`src/rtl/pfxdiff.sv`:
```
// pfxdiff: recovers an element vector from its inclusive prefix sums, LANES adjacent differences per cycle.
module pfxdiff #(
  parameter int IWIDTH = 8,
  parameter int V_LEN  = 16,
  parameter int LANES  = 4
) (
  input  logic                      clk,
  input  logic                      rst_n,
  input  logic                      valid_in,
  output logic                      ready_in,
  input  logic [V_LEN*IWIDTH-1:0]   ivec,
  output logic                      valid_out,
  input  logic                      ready_out,
  output logic [V_LEN*IWIDTH-1:0]   ovec
);
  localparam int N  = V_LEN / LANES;
  localparam int IW = N > 1 ? $clog2(N) : 1;
  localparam int W  = V_LEN * IWIDTH;
  typedef enum logic [1:0] {IDLE, DIFF, HOLD} state_t;
  state_t        state_q, state_d;
  logic [IW-1:0] idx_q, idx_d;
  logic [W-1:0]  copy_q, copy_d, ovec_q, ovec_d, prev;
  logic          valid_q, valid_d;
  // Element k of prev is copy[k-1], with zero below element 0 so lane 0 passes straight through.
  assign prev = copy_q << IWIDTH;
  always_comb begin
    state_d = state_q;
    idx_d   = idx_q;
    copy_d  = copy_q;
    ovec_d  = ovec_q;
    valid_d = valid_q;
    if (state_q == IDLE && valid_in) begin
      copy_d  = ivec;
      idx_d   = '0;
      state_d = DIFF;
    end
    if (state_q == DIFF) begin
      for (int l = 0; l < LANES; l++)
        ovec_d[(int'(idx_q)*LANES+l)*IWIDTH +: IWIDTH] =
          copy_q[(int'(idx_q)*LANES+l)*IWIDTH +: IWIDTH] - prev[(int'(idx_q)*LANES+l)*IWIDTH +: IWIDTH];
      idx_d = idx_q + IW'(1);
      if (int'(idx_q) == N-1) begin
        valid_d = 1'b1;
        state_d = HOLD;
      end
    end
    if (state_q == HOLD && ready_out) begin
      valid_d = 1'b0;
      state_d = IDLE;
    end
  end
  always_ff @(posedge clk or negedge rst_n) begin
    if (!rst_n) begin
      state_q <= IDLE;
      idx_q   <= '0;
      copy_q  <= '0;
      ovec_q  <= '0;
      valid_q <= 1'b0;
    end else begin
      state_q <= state_d;
      idx_q   <= idx_d;
      copy_q  <= copy_d;
      ovec_q  <= ovec_d;
      valid_q <= valid_d;
    end
  end
  assign ready_in  = state_q == IDLE;
  assign valid_out = valid_q;
  assign ovec      = ovec_q;
endmodule
```
`config.mk`:
```
export PLATFORM = sky130hd
export DESIGN_NAME = pfxdiff
export DESIGN_NICKNAME = d
export VERILOG_FILES = /design/src/rtl/pfxdiff.sv
export SDC_FILE = /design/constraint.sdc
export NUM_CORES = 1
export LEC_CHECK = 0
export CAP_MARGIN = 20
export CORE_MARGIN = 5
export CORE_UTILIZATION = 51
export DETAILED_ROUTE_END_ITERATION = 8
export PLACE_DENSITY_LB_ADDON = 0.2
export SYNTH_ARGS = -nofsm -noshare
export SYNTH_HDL_FRONTEND = slang
export SYNTH_SLANG_ARGS = --single-unit
export TNS_END_PERCENT = 20
```
`constraint.sdc`:
```
create_clock -name clk -period 4.12 [get_ports clk]
set_clock_uncertainty 0.2 [all_clocks]
set_input_delay 0.824 -clock clk [delete_from_list [all_inputs] [get_ports clk]]
set_output_delay 0.824 -clock clk [all_outputs]
set_load 0.02 [all_outputs]
```
---- Word level (Yosys, flattened, before mapping) ----
Cells that the tools add are included.
operators by class
  add/sub/neg operators ................... 12
  multiply operators ...................... 0
  div/mod/pow operators ................... 0
  order comparisons ....................... 0
  equality and inequality tests ........... 3
  shift operators ......................... 16
  mux-type cells .......................... 13
  bitwise operators ....................... 0
  reduce and logical (&&, ||, !) cells .... 7
operators by type and width
  kind                                                                      number
  128-bit by 32-bit indexed part select with 8-bit output                   6
  128-bit bitwise mux                                                       4
  8-bit by 33-bit variable shift with 128-bit output, first input constant  4
  8-bit by 33-bit indexed part select with 128-bit output                   4
  128-bit by 8-bit indexed part select with 8-bit output                    2
  8-bit negation with 33-bit output                                         3
  7-bit negation with 33-bit output                                         1
  8-bit subtractor                                                          4
  2-bit 2-to-1 mux                                                          6
  4-bit by 2-bit adder with 5-bit output, second input constant             2
  2-bit nonzero test                                                        3
  4-bit by 1-bit adder with 5-bit output, second input constant             1
  2-bit by 1-bit equality test with 1-bit output, second input constant     2
  1-bit 2-to-1 mux                                                          3
  2-bit by 1-bit adder with 2-bit output, second input constant             1
  2-bit equality test, second input constant                                1
  1-bit logical AND                                                         2
  2-bit zero test                                                           1
  2-bit AND reduction                                                       1
word-level totals
  bits in registers ....................... 261
  latch bits .............................. 0
  RAM bits ................................ 0
  ROM bits ................................ 0
  input bits .............................. 132
  word-level logic and storage cells ...... 56
  memories kept ........................... 0

---- Depth between registers and ports, before layout ----
Gate-level depths: netlist (run 1).
  word-level depth ........................ 7
  depth in mapped cells ................... 13
  gate-level depth less buffers ........... 11

---- Least setup slack after synthesis (run 1) ----
Ideal clock, no wire load.
  kind .................................... register -> register
  start point ............................. register idx_q[0]
  end point ............................... register ovec_q[38], in the netlist ovec[38]
  data arrival time ....................... 2,846 ps
  setup slack ............................. 953 ps
  stages on the path, launching flop included .. 13
  path buffers ............................ 2
  cells stage by stage .................... dfrtp_1 buf_6 buf_2 mux4_2 inv_1 ha_1 inv_1 fa_1 a21oi_1 o211ai_1 a21oi_1 xnor2_1 a22o_1
between the ends
  cells in the longest elaborated chain, start to end .. 7
RTL lines
  what                                                                                                              line    RTL
  start, declared                                                                                                   21      logic [IW-1:0] idx_q, idx_d;
  start signal, assigned                                                                                            61      idx_q <= idx_d;
  4-bit by 1-bit adder with 5-bit output or 128-bit by 8-bit indexed part select with 8-bit output (tied branches)  39, 40
  128-bit by 32-bit indexed part select with 8-bit output or 8-bit subtractor (tied branches)                       40      copy_q[(int'(idx_q)*LANES+l)*IWIDTH +: IWIDTH] - prev[(int'(idx_q)*LANES+l)*IWIDTH +: IWIDTH];
  8-bit subtractor or 8-bit by 33-bit indexed part select with 128-bit output (tied branches)                       40, 39
  8-bit by 33-bit indexed part select with 128-bit output or 128-bit bitwise mux (tied branches)                    39      ovec_d[(int'(idx_q)*LANES+l)*IWIDTH +: IWIDTH] =
  128-bit bitwise mux (2 in a row)                                                                                  39
  128-bit bitwise mux *                                                                                             39
  end signal, assigned                                                                                              63      ovec_q <= ovec_d;
  end, declared                                                                                                     22      logic [W-1:0] copy_q, copy_d, ovec_q, ovec_d, prev;
Mark *: on every way between the ends. The rest lies on a longest branch, timed or not.
A chain may end at the register's enable or synchronous reset.

---- Worst setup path in the final report (run 1) ----
  start point ............................. register idx_q[0]
  end point ............................... register ovec_q[6], in the netlist ovec[6]
The elaborated chain is that of the path after synthesis.

==> results of run 1 <==
per-layer routing:
| layer | vias up | global-route usage [%] |
|---|---|---|
| met3 | 55 | 6.02 |
| met4 | 6 | 5.62 |
| met5 | - | 0 |
| li1 | 3780 | - |
| met2 | 295 | 37.0 |
| met1 | 4151 | 32.7 |
final cells by class:
cell class | instances | area, sq um | share of cell area (%)
Sequential cell | 261 | 6530 | 41.8
Tap cell | 285 | 357 | 2.28
Clock buffer | 36 | 802 | 5.13
Inverter | 31 | 116 | 0.745
Multi-Input combinational cell | 558 | 4860 | 31.1
Clock inverter | 13 | 128 | 0.817
Timing Repair Buffer | 283 | 2830 | 18.1
cells in the final DEF (no fill, tap or decap), types with 3 or more instances in the layout:
master,instances
o211ai_1,4
a22oi_1,4
mux2_2,134
clkinv_2,8
nand2b_1,6
buf_4,18
nor3_2,4
a22o_1,83
o21ai_1,12
dfrtp_1,259
a211oi_1,5
a21oi_1,28
mux2i_1,8
clkbuf_8,5
o21a_1,3
clkbuf_16,29
mux4_2,24
xnor2_1,18
clkdlybuf4s50_1,260
nand4_1,6
nand3_1,4
nand2_1,69
nor2b_1,9
xor2_1,6
buf_12,4
inv_1,31
ha_1,37
o21ai_0,42
fa_1,4
nor2_1,27
flip-flops by register name (all words and copies together) (netlist names):
name and cells:
valid_out 1, ovec 128, state_q 2, copy_q 128
idx_q 2
cell families after synthesis:
family	synth area share [%]
AND/OR/NAND/NOR	5.28
XOR/XNOR	2.07
AO/OA/AOI/OAI	11.3
adder cells (fa/ha/maj)	4.64
buffers and inverters	2.66
flip-flops	55.8
multiplexers	18.2
path summary, 6_finish.rpt:
path / startpoint / to / slack [ns]
hold / removal: rst_n / ovec[116]$_DFFE_PN0P_ / 0.13
hold reg to reg: ovec[48]$_DFFE_PN0P_ / ovec[48]$_DFFE_PN0P_ / 0.28
max in group asynchronous: rst_n / copy_q[11]$_DFFE_PN0P_ / 2.57
setup reg to reg: idx_q[0]$_DFFE_PN0P_ / ovec[6]$_DFFE_PN0P_ / 0.69
setup / recovery: idx_q[0]$_DFFE_PN0P_ / ovec[6]$_DFFE_PN0P_ / 0.69
min in group clk: ovec[48]$_DFFE_PN0P_ / ovec[48]$_DFFE_PN0P_ / 0.28
per-stage QoR:
stage	hold slack, ns	cells	area (sq um)
2_1_floorplan	0.275	892	11700
3_3_place_gp	0.261	1418	14700
3_5_place_dp	0.270	1418	14700
4_1_cts	0.154	1467	15600
5_1_grt	0.176	1467	15600
6_report	0.128	1467	15600
worst max-delay path, delay by kind of cell (launching register included):
kind	cells	cell delay, ns
flip-flops	1	0.79
AO/OA/AOI/OAI	4	0.72
multiplexers	1	0.64
adder cells (fa/ha/maj)	2	0.55
XOR/XNOR	1	0.27
buffers and inverters	2	0.17
==> metrics.txt, run 1 <==
post-synth top area cell dfrtp_1; metal3 WL around 2600 microns; area of the die between 20000 and 30000 sq um; total CTS buffers 28; Hold Crit Class input pin to asynchronous set/reset pin; chip width between 150 and 200 microns; Max Root-Sink Buffers 3; Final Critical Period between 3 and 4 ns; Ports between 200 and 300; Primary FF master, synth dfrtp_1; number of global-route vias before repair just under 9000; clk root buf clkbuf_16; Fin. Hold Viols 0; Iter 0 DRT Violations ~550; chip height 161 microns; Worst EP required roughly 4.4 ns; Avg Cell Area, Syn between 10 and 15 sq um; maximum capacitance violations 0; Post-synth EDFFs 0; Crit. End Element register; met1 wire length around 13000 microns; Finished Core Util 69.0%; crit path DAT roughly 3.7 ns; row count 55; FMAX about 0.29 GHz; Worst-path clk slew 0.06 ns; initial core utilization between 50% and 60%; Max FO, Critical Path 23; count of cells resized by post-cts repair 0; Post CTS Setup Buffer Count 0; initial antenna violation count 3; proportion of layout cells with a drive suffix above 1 20.2%; Routed Antenna Nets 0; first-pass GRT wire length 48800 microns; Synth async-reset ratio between 90% and 100%; DRC errors left 0; post-place setup slack about 0.71 ns; Register-to-Register Path Depth 10; CTS hold repair buffers 0; Startpoint Class register; core area ~23000 sq um; highest-delay cell along the critical path dfrtp_2; count of cell types in the netlist 43; CTS sink cnt about 260; post-synthesis cell count 892; RSZ-0062 raised after global routing no; Initial DRT Pass Iterations 5; final period utilization between 80% and 90%; Slew Viols, Final 0; CTS tree done; count leader, synth dfrtp_1; synthesized area ~12000 sq um; All-Layer GR Usage between 20% and 30%; DRT Wirelength around 31000 microns; slowest stage delay, CP 0.79 ns; nets@finish between 1000 and 1500; gpl congestion ~0.89; setup_tns 0 ns; worst-margin pin slew 1.02 ns; Yosys reg bits 261; # fillers between 1500 and 2000; hpwl dp about 23000 microns; vias per cell roughly 5.6; Buffers on Ports around 260; critical path class register to register; synth-to-layout area growth 33.6%; vias post-DR roughly 8300; YS warnings 0; worst-path cell chain mux4_2 -> inv_1 -> ha_1 -> inv_1 -> fa_1 -> a21oi_1 -> o211ai_1 -> a21oi_1 -> xnor2_1 -> a22o_1; Antenna diodes 0; # setup viols final 0; Skew-Pair Late Insertion Delay 0.53 ns; net count after synthesis between 1000 and 1500; slew margin rel. 31.6%; sequential fraction of the synthesis area 55.8%; top layer in use met5; H-tree depth 1; Wirelength per Cell 21.0 microns; post-synth top area share 55.8%; Met2 Wirelength roughly 14000 microns; top cells by count, synth dfrtp_1, mux2_2, a22o_1; largest cells by area after synthesis dfrtp_1, mux2_2, a22o_1; setup slack after layout 0.690 ns; outcome finished clean; pin count of the biggest net entering global routing 99; GR Overflow Total 0
Power of run 1 is left out: the tool's default activity adds up to more than one toggle a clock period on the data nets, which glitch-free logic cannot reach.
==> inputs of run 2 (changes only) <==
Settings changed: CORE_UTILIZATION 51 to 46.
Clock period 4.12 ns to 3.03 ns, I/O delays scaled along.
==> metrics.txt, run 2 (synthesized netlist as in run 1, its figures left out) <==
clk root buf clkbuf_16; final period utilization roughly 98%; chip height between 150 and 200 microns; Final Critical Period 2.97 ns; outcome finished clean; vias per cell approximately 5.4; FMAX between 0.3 and 0.4 GHz; Startpoint Class register; core area 25100 sq um; initial antenna violation count 2; Antenna diodes 0; DRC errors left 0; total CTS buffers 27; commonest non-fill, non-tap cell in the layout clkdlybuf4s50_1; Skew-Pair Late Insertion Delay approximately 0.53 ns; row count 58; Fin. Hold Viols 0; slew margin rel. 27.6%; Initial DRT Pass Iterations 5; nets@finish approximately 1400; Crit. End Element register; most frequent cells in the layout clkdlybuf4s50_1, dfrtp_1, mux2_2, a22o_1, nand2_1; hpwl dp roughly 24000 microns; crit path DAT about 3.2 ns; GR Overflow Total 0; H-tree depth 1; CTS tree done; Slew Viols, Final 0; Worst EP required 3.29 ns; RSZ-0062 raised after global routing yes; Max FO, Critical Path 9; vias post-DR 8378; area of the die 28700 sq um; CTS sink cnt around 260; Hold Crit Class register to register; Ports 262; All-Layer GR Usage 21.9%; initial core utilization 46.6%; # fillers 1970; gpl congestion about 0.88; # setup viols final 0; Wirelength per Cell slightly above 20 microns; Max Root-Sink Buffers 3; Worst-path clk slew approximately 0.06 ns; DRT Wirelength 31900 microns; proportion of layout cells with a drive suffix above 1 23.0%; chip width between 150 and 200 microns; synth-to-layout area growth 36.7%; Buffers on Ports 261; first-pass GRT wire length about 50000 microns; number of global-route vias before repair about 8700; pin count of the biggest net entering global routing 70; area of the multi-input gates ~5000 sq um; maximum capacitance violations 0; worst-margin pin slew 1.08 ns; Finished Core Util between 60% and 70%; Reg area 6530 sq um; Iter 0 DRT Violations 657; Routed Antenna Nets 0; critical path class register to register
## run 2: changes by cell type in the layout (fill, tap and decap cells not counted), sizes merged
cell,delta
clkbuf,+5
dlygate4sd3,+1
clkinv,-5
buf,+25
clkinvlp,-1
inv,+1
## run 2: final cells by class
class	count	area share, %
Clock buffer	41	4.86
Clock inverter	8	0.634
Inverter	31	0.727
Multi-Input combinational cell	558	31.0
Sequential cell	261	40.8
Tap cell	330	2.58
Timing Repair Buffer	309	19.3
## run 2: worst max-delay path: stages, from the launching register on
cell and delay [ns]:
dfrtp_2 0.45, buf_12 0.16, mux4_2 0.56, inv_1 0.09, ha_2 0.19, fa_2 0.21, nor2b_1 0.06, o31a_1 0.28
or4_1 0.43, nand3_2 0.14, a22o_1 0.14
## run 2: stage by stage
step / TNS, ns / setup slack (ns) / instance area, sq um / std cells / hold WS, ns
2_1_floorplan: 0 / 0.00226 / 11700 / 892 / 0.110
3_3_place_gp: 0 / 0.0399 / 14900 / 1481 / 0.264
3_5_place_dp: -0.222 / -0.0355 / 14900 / 1481 / 0.269
4_1_cts: 0 / 0.0107 / 15900 / 1532 / 0.282
5_1_grt: -0.565 / -0.0636 / 16000 / 1538 / 0.307
6_report: 0 / 0.0618 / 16000 / 1538 / 0.279
## run 2: worst paths after layout
kind | startpoint | endpoint | slack, ns | depth (start not counted)
setup / recovery | idx_q[0]$_DFFE_PN0P_ | ovec[86]$_DFFE_PN0P_ | 0.06 | 10
hold / removal | ovec[2]$_DFFE_PN0P_ | ovec[2]$_DFFE_PN0P_ | 0.28 | 2
setup reg to reg | idx_q[0]$_DFFE_PN0P_ | ovec[86]$_DFFE_PN0P_ | 0.06 | 10
hold reg to reg | ovec[2]$_DFFE_PN0P_ | ovec[2]$_DFFE_PN0P_ | 0.28 | 2
max in group asynchronous | rst_n | ovec[78]$_DFFE_PN0P_ | 1.42 | 3
min in group asynchronous | rst_n | ovec[51]$_DFFE_PN0P_ | 0.42 | 2
## run 2: metal layers
layer	vias up	wire length, microns	GRT usage, %
li1	3836	-	-
met1	4199	14200	31.7
met2	301	14900	35.0
met3	38	2230	4.24
met4	4	508	4.52
met5	-	19	0
## run 2: what timing repair did
item,4_1_cts,5_1_grt
setup buffers,1,5
endpoints found under the setup margin,21,56
endpoints found under the hold margin,62,0
pin swaps,0,1
resized for setup,6,19
hold buffers,1,0
Power of run 2 is left out for the same reason.
